<file path="src/rtl/bpred_pkg.sv">
// Shared types, constants and arithmetic helpers for the perceptron
// branch-predictor history controller.
package bpred_pkg;

   localparam int GHR_DEPTH  = 20;
   localparam int TABLE_SIZE = 228;
   localparam int HIST_LEN   = 8;
   localparam int WEIGHT_W   = 8;
   localparam int PUSH_MAX   = 4;
   localparam int ENTRY_W    = 33;
   localparam int ROW_W      = (HIST_LEN + 1) * WEIGHT_W;
   localparam int PTR_W      = 5;
   localparam int CNT_W      = 5;

   localparam logic signed [WEIGHT_W:0] W_MAX = 9'sd127;
   localparam logic signed [WEIGHT_W:0] W_MIN = -9'sd128;

   typedef struct packed {
      logic [31:0] pc;
      logic        taken;
   } ghr_entry_t;

   typedef enum logic [1:0] {
      ST_IDLE = 2'd0,
      ST_RD   = 2'd1,
      ST_WAIT = 2'd2,
      ST_WR   = 2'd3
   } train_state_t;

   // Adds +1 or -1 to a signed weight, clamping at the representable range.
   function automatic logic [WEIGHT_W-1:0] sat_add(input logic [WEIGHT_W-1:0] w,
                                                   input logic                up);
      logic signed [WEIGHT_W:0] sum;
      sum = $signed({w[WEIGHT_W-1], w}) + (up ? 9'sd1 : -9'sd1);
      if (sum > W_MAX) begin
         return 8'h7F;
      end else if (sum < W_MIN) begin
         return 8'h80;
      end else begin
         return sum[WEIGHT_W-1:0];
      end
   endfunction

   function automatic logic [PTR_W-1:0] ptr_inc(input logic [PTR_W-1:0] ptr,
                                                input logic [2:0]       add);
      logic [5:0] s;
      s = 6'(ptr) + 6'(add);
      return (s >= 6'(GHR_DEPTH)) ? PTR_W'(s - 6'(GHR_DEPTH)) : PTR_W'(s);
   endfunction

   function automatic logic [PTR_W-1:0] ptr_dec(input logic [PTR_W-1:0] ptr,
                                                input logic [3:0]       off);
      logic [5:0] s;
      s = 6'(ptr) + 6'(GHR_DEPTH) - 6'(off);
      return (s >= 6'(GHR_DEPTH)) ? PTR_W'(s - 6'(GHR_DEPTH)) : PTR_W'(s);
   endfunction

endpackage

</file>
<file path="src/rtl/bpred_history_ctrl_if.sv">
// Predictor push, backend resolve, weight-RAM and status signals of the
// history controller, grouped with a master (environment) and slave (controller) view.
interface bpred_history_ctrl_if
   import bpred_pkg::*;
();

   logic                        i_push_valid;
   logic [2:0]                  i_push_num;
   logic [PUSH_MAX*ENTRY_W-1:0] i_push_entries;
   logic                        o_push_ready;

   logic                        i_resolve_valid;
   logic                        i_resolve_taken;
   logic [31:0]                 i_resolve_target;
   logic                        o_resolve_ready;

   logic                        o_wt_rd_en;
   logic [7:0]                  o_wt_rd_idx;
   logic [ROW_W-1:0]            i_wt_rd_data;
   logic                        o_wt_wr_en;
   logic [7:0]                  o_wt_wr_idx;
   logic [ROW_W-1:0]            o_wt_wr_data;

   logic                        o_flush;
   logic [31:0]                 o_flush_pc;
   logic [HIST_LEN-1:0]         o_spec_hist;
   logic [CNT_W-1:0]            o_pending_cnt;
   logic                        o_train_busy;

   modport slave (
      input  i_push_valid, i_push_num, i_push_entries,
      input  i_resolve_valid, i_resolve_taken, i_resolve_target,
      input  i_wt_rd_data,
      output o_push_ready, o_resolve_ready,
      output o_wt_rd_en, o_wt_rd_idx, o_wt_wr_en, o_wt_wr_idx, o_wt_wr_data,
      output o_flush, o_flush_pc, o_spec_hist, o_pending_cnt, o_train_busy
   );

   modport master (
      output i_push_valid, i_push_num, i_push_entries,
      output i_resolve_valid, i_resolve_taken, i_resolve_target,
      output i_wt_rd_data,
      input  o_push_ready, o_resolve_ready,
      input  o_wt_rd_en, o_wt_rd_idx, o_wt_wr_en, o_wt_wr_idx, o_wt_wr_data,
      input  o_flush, o_flush_pc, o_spec_hist, o_pending_cnt, o_train_busy
   );

endinterface

</file>
<file path="src/rtl/bpred_weight_update.sv">
// Perceptron row update: each history weight moves toward agreement with the
// actual outcome, the bias moves toward the outcome, all with saturation.
module bpred_weight_update
   import bpred_pkg::*;
(
   input  logic [ROW_W-1:0]    row_in,
   input  logic [HIST_LEN-1:0] hist,
   input  logic                correct,
   output logic [ROW_W-1:0]    row_out
);

   // Per-weight saturating increment/decrement; bias occupies the top slot.
   always_comb begin
      row_out = {ROW_W{1'b0}};
      for (int j = 0; j < HIST_LEN; j++) begin
         row_out[j*WEIGHT_W +: WEIGHT_W] = sat_add(row_in[j*WEIGHT_W +: WEIGHT_W],
                                                   hist[j] == correct);
      end
      row_out[HIST_LEN*WEIGHT_W +: WEIGHT_W] = sat_add(row_in[HIST_LEN*WEIGHT_W +: WEIGHT_W],
                                                       correct);
   end

endmodule

</file>
<file path="src/rtl/bpred_history_ctrl.sv">
// Speculative branch buffer, committed history and mispredict-driven
// read-modify-write training of one weight row, with fetch flush.
module bpred_history_ctrl
   import bpred_pkg::*;
(
   input logic                 i_clk,
   input logic                 i_rst_n,
   bpred_history_ctrl_if.slave bus
);

   ghr_entry_t          ghr_r [GHR_DEPTH];
   logic [PTR_W-1:0]    head_r;
   logic [PTR_W-1:0]    tail_r;
   logic [CNT_W-1:0]    count_r;
   logic [HIST_LEN-1:0] commit_hist_r;

   train_state_t        state_r;
   train_state_t        state_nx;
   logic [7:0]          idx_r;
   logic [HIST_LEN-1:0] train_hist_r;
   logic                correct_r;
   logic [ROW_W-1:0]    wr_row_r;
   logic                flush_r;
   logic [31:0]         flush_pc_r;

   logic                idle_s;
   logic                push_ready_s;
   logic                resolve_ready_s;
   logic                push_num_ok_s;
   logic                push_fire_s;
   logic                resolve_fire_s;
   logic                mispredict_s;
   ghr_entry_t          head_ent_s;
   logic [2:0]          push_add_s;
   logic [7:0]          head_idx_s;
   logic [HIST_LEN-1:0] spec_hist_s;
   logic [ROW_W-1:0]    upd_row_s;

   // Handshake qualification and mispredict detection on the oldest entry.
   always_comb begin
      idle_s          = (state_r == ST_IDLE);
      push_ready_s    = idle_s && (count_r <= CNT_W'(GHR_DEPTH - PUSH_MAX));
      resolve_ready_s = idle_s && (count_r != 5'd0);
      push_num_ok_s   = (bus.i_push_num != 3'd0) && (bus.i_push_num <= 3'(PUSH_MAX));
      push_fire_s     = bus.i_push_valid && push_ready_s && push_num_ok_s;
      resolve_fire_s  = bus.i_resolve_valid && resolve_ready_s;
      head_ent_s      = ghr_r[head_r];
      mispredict_s    = resolve_fire_s && (head_ent_s.taken != bus.i_resolve_taken);
      push_add_s      = push_fire_s ? bus.i_push_num : 3'd0;
      head_idx_s      = 8'(head_ent_s.pc % 32'(TABLE_SIZE));
   end

   // Circular buffer, pointers, occupancy and committed history.
   always_ff @(posedge i_clk or negedge i_rst_n) begin
      if (!i_rst_n) begin
         for (int i = 0; i < GHR_DEPTH; i++) begin
            ghr_r[i] <= {ENTRY_W{1'b0}};
         end
         head_r        <= 5'd0;
         tail_r        <= 5'd0;
         count_r       <= 5'd0;
         commit_hist_r <= 8'd0;
      end else begin
         if (push_fire_s && !mispredict_s) begin
            for (int k = 0; k < PUSH_MAX; k++) begin
               if (3'(k) < bus.i_push_num) begin
                  ghr_r[ptr_inc(tail_r, 3'(k))] <=
                     ghr_entry_t'(bus.i_push_entries[k*ENTRY_W +: ENTRY_W]);
               end
            end
         end
         // A mispredict discards every younger speculative entry, including any pushed now.
         if (mispredict_s) begin
            tail_r  <= ptr_inc(head_r, 3'd1);
            count_r <= 5'd0;
         end else begin
            tail_r  <= ptr_inc(tail_r, push_add_s);
            count_r <= count_r + CNT_W'(push_add_s) - CNT_W'(resolve_fire_s);
         end
         if (resolve_fire_s) begin
            head_r        <= ptr_inc(head_r, 3'd1);
            commit_hist_r <= {commit_hist_r[HIST_LEN-2:0], bus.i_resolve_taken};
         end
      end
   end

   // Speculative history: youngest in-flight predictions, then committed outcomes.
   always_comb begin
      spec_hist_s = 8'd0;
      for (int i = 0; i < HIST_LEN; i++) begin
         if (CNT_W'(i) < count_r) begin
            spec_hist_s[i] = ghr_r[ptr_dec(tail_r, 4'(i + 1))].taken;
         end else begin
            spec_hist_s[i] = commit_hist_r[3'(CNT_W'(i) - count_r)];
         end
      end
   end

   // Training FSM state register.
   always_ff @(posedge i_clk or negedge i_rst_n) begin
      if (!i_rst_n) begin
         state_r <= ST_IDLE;
      end else begin
         state_r <= state_nx;
      end
   end

   // Training FSM next state: one cycle each for read, data return and write.
   always_comb begin
      state_nx = state_r;
      case (state_r)
         ST_IDLE: begin
            if (mispredict_s) begin
               state_nx = ST_RD;
            end else begin
               state_nx = ST_IDLE;
            end
         end
         ST_RD:   state_nx = ST_WAIT;
         ST_WAIT: state_nx = ST_WR;
         ST_WR:   state_nx = ST_IDLE;
         default: state_nx = ST_IDLE;
      endcase
   end

   bpred_weight_update u_weight_update (
      .row_in  (bus.i_wt_rd_data),
      .hist    (train_hist_r),
      .correct (correct_r),
      .row_out (upd_row_s)
   );

   // Training context captured at the mispredict; updated row registered as data returns.
   always_ff @(posedge i_clk or negedge i_rst_n) begin
      if (!i_rst_n) begin
         idx_r        <= 8'd0;
         train_hist_r <= 8'd0;
         correct_r    <= 1'b0;
         wr_row_r     <= {ROW_W{1'b0}};
      end else begin
         if (mispredict_s) begin
            idx_r        <= head_idx_s;
            train_hist_r <= commit_hist_r;
            correct_r    <= bus.i_resolve_taken;
         end
         if (state_r == ST_WAIT) begin
            wr_row_r <= upd_row_s;
         end
      end
   end

   // One-cycle fetch redirect following a mispredicted resolve.
   always_ff @(posedge i_clk or negedge i_rst_n) begin
      if (!i_rst_n) begin
         flush_r    <= 1'b0;
         flush_pc_r <= 32'd0;
      end else begin
         flush_r    <= mispredict_s;
         flush_pc_r <= mispredict_s ? bus.i_resolve_target : 32'd0;
      end
   end

   assign bus.o_push_ready    = push_ready_s;
   assign bus.o_resolve_ready = resolve_ready_s;
   assign bus.o_wt_rd_en      = (state_r == ST_RD);
   assign bus.o_wt_rd_idx     = (state_r == ST_RD) ? idx_r : 8'd0;
   assign bus.o_wt_wr_en      = (state_r == ST_WR);
   assign bus.o_wt_wr_idx     = (state_r == ST_WR) ? idx_r : 8'd0;
   assign bus.o_wt_wr_data    = (state_r == ST_WR) ? wr_row_r : {ROW_W{1'b0}};
   assign bus.o_flush         = flush_r;
   assign bus.o_flush_pc      = flush_pc_r;
   assign bus.o_spec_hist     = spec_hist_s;
   assign bus.o_pending_cnt   = count_r;
   assign bus.o_train_busy    = (state_r != ST_IDLE);

endmodule
</file>
<file path="src/flat_wrapper.sv">
// flat-port wrapper written by rule: the top's interface ports become plain ports
module bpred_history_ctrl_flat import bpred_pkg::*;
  (i_clk, i_rst_n, bus_i_push_valid, bus_i_push_num, bus_i_push_entries, bus_i_resolve_valid, bus_i_resolve_taken, bus_i_resolve_target, bus_i_wt_rd_data, bus_o_push_ready, bus_o_resolve_ready, bus_o_wt_rd_en, bus_o_wt_rd_idx, bus_o_wt_wr_en, bus_o_wt_wr_idx, bus_o_wt_wr_data, bus_o_flush, bus_o_flush_pc, bus_o_spec_hist, bus_o_pending_cnt, bus_o_train_busy);
  bpred_history_ctrl_if bus_i ();
  input logic i_clk;
  input logic i_rst_n;
  input wire logic [$bits(bus_i.i_push_valid)-1:0] bus_i_push_valid;
  input wire logic [$bits(bus_i.i_push_num)-1:0] bus_i_push_num;
  input wire logic [$bits(bus_i.i_push_entries)-1:0] bus_i_push_entries;
  input wire logic [$bits(bus_i.i_resolve_valid)-1:0] bus_i_resolve_valid;
  input wire logic [$bits(bus_i.i_resolve_taken)-1:0] bus_i_resolve_taken;
  input wire logic [$bits(bus_i.i_resolve_target)-1:0] bus_i_resolve_target;
  input wire logic [$bits(bus_i.i_wt_rd_data)-1:0] bus_i_wt_rd_data;
  output wire logic [$bits(bus_i.o_push_ready)-1:0] bus_o_push_ready;
  output wire logic [$bits(bus_i.o_resolve_ready)-1:0] bus_o_resolve_ready;
  output wire logic [$bits(bus_i.o_wt_rd_en)-1:0] bus_o_wt_rd_en;
  output wire logic [$bits(bus_i.o_wt_rd_idx)-1:0] bus_o_wt_rd_idx;
  output wire logic [$bits(bus_i.o_wt_wr_en)-1:0] bus_o_wt_wr_en;
  output wire logic [$bits(bus_i.o_wt_wr_idx)-1:0] bus_o_wt_wr_idx;
  output wire logic [$bits(bus_i.o_wt_wr_data)-1:0] bus_o_wt_wr_data;
  output wire logic [$bits(bus_i.o_flush)-1:0] bus_o_flush;
  output wire logic [$bits(bus_i.o_flush_pc)-1:0] bus_o_flush_pc;
  output wire logic [$bits(bus_i.o_spec_hist)-1:0] bus_o_spec_hist;
  output wire logic [$bits(bus_i.o_pending_cnt)-1:0] bus_o_pending_cnt;
  output wire logic [$bits(bus_i.o_train_busy)-1:0] bus_o_train_busy;
  assign bus_i.i_push_valid = bus_i_push_valid;
  assign bus_i.i_push_num = bus_i_push_num;
  assign bus_i.i_push_entries = bus_i_push_entries;
  assign bus_i.i_resolve_valid = bus_i_resolve_valid;
  assign bus_i.i_resolve_taken = bus_i_resolve_taken;
  assign bus_i.i_resolve_target = bus_i_resolve_target;
  assign bus_i.i_wt_rd_data = bus_i_wt_rd_data;
  assign bus_o_push_ready = bus_i.o_push_ready;
  assign bus_o_resolve_ready = bus_i.o_resolve_ready;
  assign bus_o_wt_rd_en = bus_i.o_wt_rd_en;
  assign bus_o_wt_rd_idx = bus_i.o_wt_rd_idx;
  assign bus_o_wt_wr_en = bus_i.o_wt_wr_en;
  assign bus_o_wt_wr_idx = bus_i.o_wt_wr_idx;
  assign bus_o_wt_wr_data = bus_i.o_wt_wr_data;
  assign bus_o_flush = bus_i.o_flush;
  assign bus_o_flush_pc = bus_i.o_flush_pc;
  assign bus_o_spec_hist = bus_i.o_spec_hist;
  assign bus_o_pending_cnt = bus_i.o_pending_cnt;
  assign bus_o_train_busy = bus_i.o_train_busy;
  bpred_history_ctrl u_core (.i_clk(i_clk), .i_rst_n(i_rst_n), .bus(bus_i));
endmodule
</file>
<file path="config.mk">
export PLATFORM = sky130hd
export DESIGN_NAME = bpred_history_ctrl_flat
export DESIGN_NICKNAME = d
export VERILOG_FILES = /design/src/rtl/bpred_pkg.sv /design/src/rtl/bpred_history_ctrl_if.sv /design/src/rtl/bpred_weight_update.sv /design/src/rtl/bpred_history_ctrl.sv /design/src/flat_wrapper.sv
export SDC_FILE = /design/constraint.sdc
export NUM_CORES = 2
export LEC_CHECK = 0
export BUFFER_PORTS_ARGS = -buffer_cell sky130_fd_sc_hd__clkbuf_2
export CAP_MARGIN = 5
export CORE_MARGIN = 2
export CORE_UTILIZATION = 50
export CTS_CLUSTER_DIAMETER = 30
export DETAILED_ROUTE_END_ITERATION = 6
export PLACE_DENSITY_LB_ADDON = 0.08
export SLEW_MARGIN = 20
export SYNTH_ARGS = -nofsm -noshare
export SYNTH_HDL_FRONTEND = slang
export SYNTH_SLANG_ARGS = --single-unit
</file>
<file path="constraint.sdc">
create_clock -name i_clk -period 41.1 [get_ports i_clk]
set_input_delay 4.11 -clock i_clk [delete_from_list [all_inputs] [get_ports i_clk]]
set_output_delay 4.11 -clock i_clk [all_outputs]
set_load 0.01 [all_outputs]
</file>
==> impl_metrics.json <==
{
  "cts_tree": "done",
  "design.core.area_mm2": 0.147,
  "crit_buf_inv": 1,
  "synthMuxAreaShare_pct": 17.1,
  "synth_xor_area_share_pct": 1.93,
  "syn_area_mm2": 0.0741,
  "rows": 141,
  "drt_iter0_drc": 10500,
  "fill_cells": 13300,
  "grt_setup_unrepaired": "false",
  "synth_seq_area_share_pct": 27.3,
  "antenna_found_initial": 25,
  "post-place-cells": 11100,
  "worstPathArrival_ns": 24.60,
  "design_area_mm2": 0.0855,
  "hold_violations": 0,
  "synth_area_leaders": "dfrtp_1 27%, a21oi_1 10%, mux2i_1 10%",
  "final_nets": 9885,
  "synth_enable_flop_cells": 0,
  "cp_max_fo": 39,
  "synthCells": 9724,
  "die-area_mm2": 0.151,
  "gp_congestion": 0.956,
  "final_cells": 11600,
  "dr.pass1.iters": 7,
  "critical_path_class": "reg -> reg",
  "pin_count": 383,
  "slew_headroom_pct": 12.8,
  "grt_max_degree": 257,
  "postRouteAntennaNets": 0,
  "htree_num_levels": 5,
  "clkSlewWorstSetupHoldPaths_ns": 0.05,
  "yosys.area.top_type": "dfrtp_1",
  "yosys_warnings": 0,
  "cp-end-kind": "register",
  "ctsResizeCount": 0,
  "clockBufferDepth": 4,
  "hp-class": "reg -> reg",
  "synthAdderAreaFrac_pct": 2.84,
  "ys_ff_latch": 807,
  "maxCapViolCount": 0,
  "period_minus_slack_ns": 23.82,
  "tightest_slew_ns": 1.31,
  "cts_buffers": 284,
  "post-cts-setup-buffer-count": 0,
  "gr-usage-all-layers_pct": 42.1,
  "port_buffers": 382,
  "post-route-util_pct": 58.1,
  "grt_pass1_wl_um": 480000,
  "grt-ovfl-total": 0,
  "drt-total-wl_um": 329000,
  "synth_top_family_by_area": "compound AO/OA/AOI/OAI gates",
  "ctsHoldBuffers": 0,
  "syn_nets": 10100,
  "grt_pass1_vias": 72900,
  "cp_slowest_cell": "dfrtp_4",
  "placed_area_mm2": 0.0761,
  "synth_top_area_share_pct": 27.3,
  "cts_root_buf": "clkbuf_16",
  "syn_area_per_cell_um2": 7.62,
  "drive_above_1_share_pct": 14.4,
  "clock.fmax_ghz": 0.0420,
  "finalMaxSlewViolations": 0,
  "final.period_utilization_pct": 58.0,
  "start_kind": "register",
  "violations": "design-rule violations",
  "synth-main-ff-cell": "dfrtp_1",
  "ys_async_sr_fraction_pct": 100,
  "seqCellArea_mm2": 0.0202,
  "yosys.area_share.simple_pct": 16.1,
  "finClkSkew_ns": 0.0659,
  "setup_viol": 0,
  "status": "finished with violations",
  "max_stage_delay_ns": 1.02,
  "cts_sinks": 807,
  "via_per_inst": 6.74,
  "die_x_um": 389,
  "tns_ns": 0,
  "synth_cell_types": 141,
  "clock_latency_ns": 0.92,
  "initial_utilization_pct": 50.3,
  "critical-path-top-delay-family": "compound AO/OA/AOI/OAI gates",
  "die_h_um": 389,
  "dp_hpwl_um": 185000,
  "drc": 5,
  "synth_compound_area_share_pct": 28.6,
  "vias": 78500,
  "multi_input_area_mm2": 0.0499,
  "post_drt_wl_per_cell_um": 28.3,
  "cp_data_required_time_ns": 41.88,
  "synthToLayoutAreaGrowth_pct": 15.5
}
[through the flow]
stage | hold WS [ns] | worst slack, ns
CTS | 0.470 | 17.64
finish | 0.467 | 17.28
global placement | 0.456 | 18.01
detailed placement | 0.462 | 17.72
global route | 0.484 | 15.34
floorplan | 0.444 | 23.90
[cell usage in the layout (no fill, tap or decap), drive strengths merged, types with 35 or more instances in the layout]
cell type / n
mux2i: 752
a31oi: 41
and3: 60
mux2: 65
and2: 132
ha: 140
o21ai: 820
clkinv: 55
nor2: 1524
nand3: 60
a21oi: 1556
o21a: 35
buf: 134
mux4: 194
a21o: 43
inv: 151
nor3: 50
a211oi: 696
xnor2: 110
nand2: 905
o21bai: 39
xor2: 47
clkbuf: 785
dfrtp: 807
[metal layers]
layer  track usage [%]  vias to the layer above  part of all wire [%]
met5             0.255                        -                 0.056
met4              22.7                       22                   5.9
met3              13.9                     1183                    14
met2              60.5                     5382                    42
met1              55.8                    37400                    39
li1                  -                    34500                     -
[worst paths after layout]
| path | startpoint | slack [ns] | endpoint | cells after the start |
|---|---|---|---|---|
| worst max-delay path | u_core.head_r[0] | 17.28 | u_core.idx_r[6] | 68 |
| worst min-delay path | u_core.wr_row_r[18] | 0.47 | u_core.wr_row_r[18] | 1 |
| worst max register to register | u_core.head_r[0] | 17.28 | u_core.idx_r[6] | 68 |
| worst min register to register | u_core.wr_row_r[18] | 0.47 | u_core.wr_row_r[18] | 1 |
| max in group asynchronous | i_rst_n | 33.16 | u_core.ghr_r[11] | 6 |
| min in group asynchronous | i_rst_n | 3.13 | u_core.wr_row_r[26] | 1 |
[area by class of cell]
class	instances	share of cell area (%)
Inverter	150	0.658
Multi-Input combinational cell	7732	58.4
Tap cell	1930	2.82
Timing Repair Buffer	515	3.56
Clock inverter	87	1.33
Sequential cell	807	23.6
Antenna cell	14	0.0410
Clock buffer	404	9.57
[cell usage after synthesis, drive strengths merged, types with 65 or more instances]
library cell / count
buf: 183
nor2: 1524
and2: 132
a211oi: 696
ha: 140
xnor2: 110
o21ai: 820
clkbuf: 852
nand2: 905
mux4: 194
dfrtp: 807
mux2i: 752
mux2: 65
a21oi: 1556
inv: 143
[state kept, by name, summed over array words and instances, names as in the netlist]
name and cells:
u_core.head_r 5, u_core.state_r 2, u_core.tail_r 5, u_core.train_hist_r 8, u_core.wr_row_r 72, u_core.ghr_r 660
u_core.bus.o_flush 1, u_core.idx_r 8, u_core.commit_hist_r 8, u_core.bus.o_flush_pc 32, u_core.bus.o_pending_cnt 5, u_core.correct_r 1
[kinds of logic (layout without fill, tap and decap cells)]
kind of cell,count (synthesis),after routing
DFF,807,807
AOI/OAI and AO/OA,3525,3525
and+or+nand+nor,2875,2875
xor gates and xnor gates,157,157
other,0,14
muxes,1011,1011
buffers and inverters,1185,1156
adders and majority gates,164,164
Power is not shown: default switching activity piles up to over one toggle a cycle in this logic, so the estimate is an artifact.
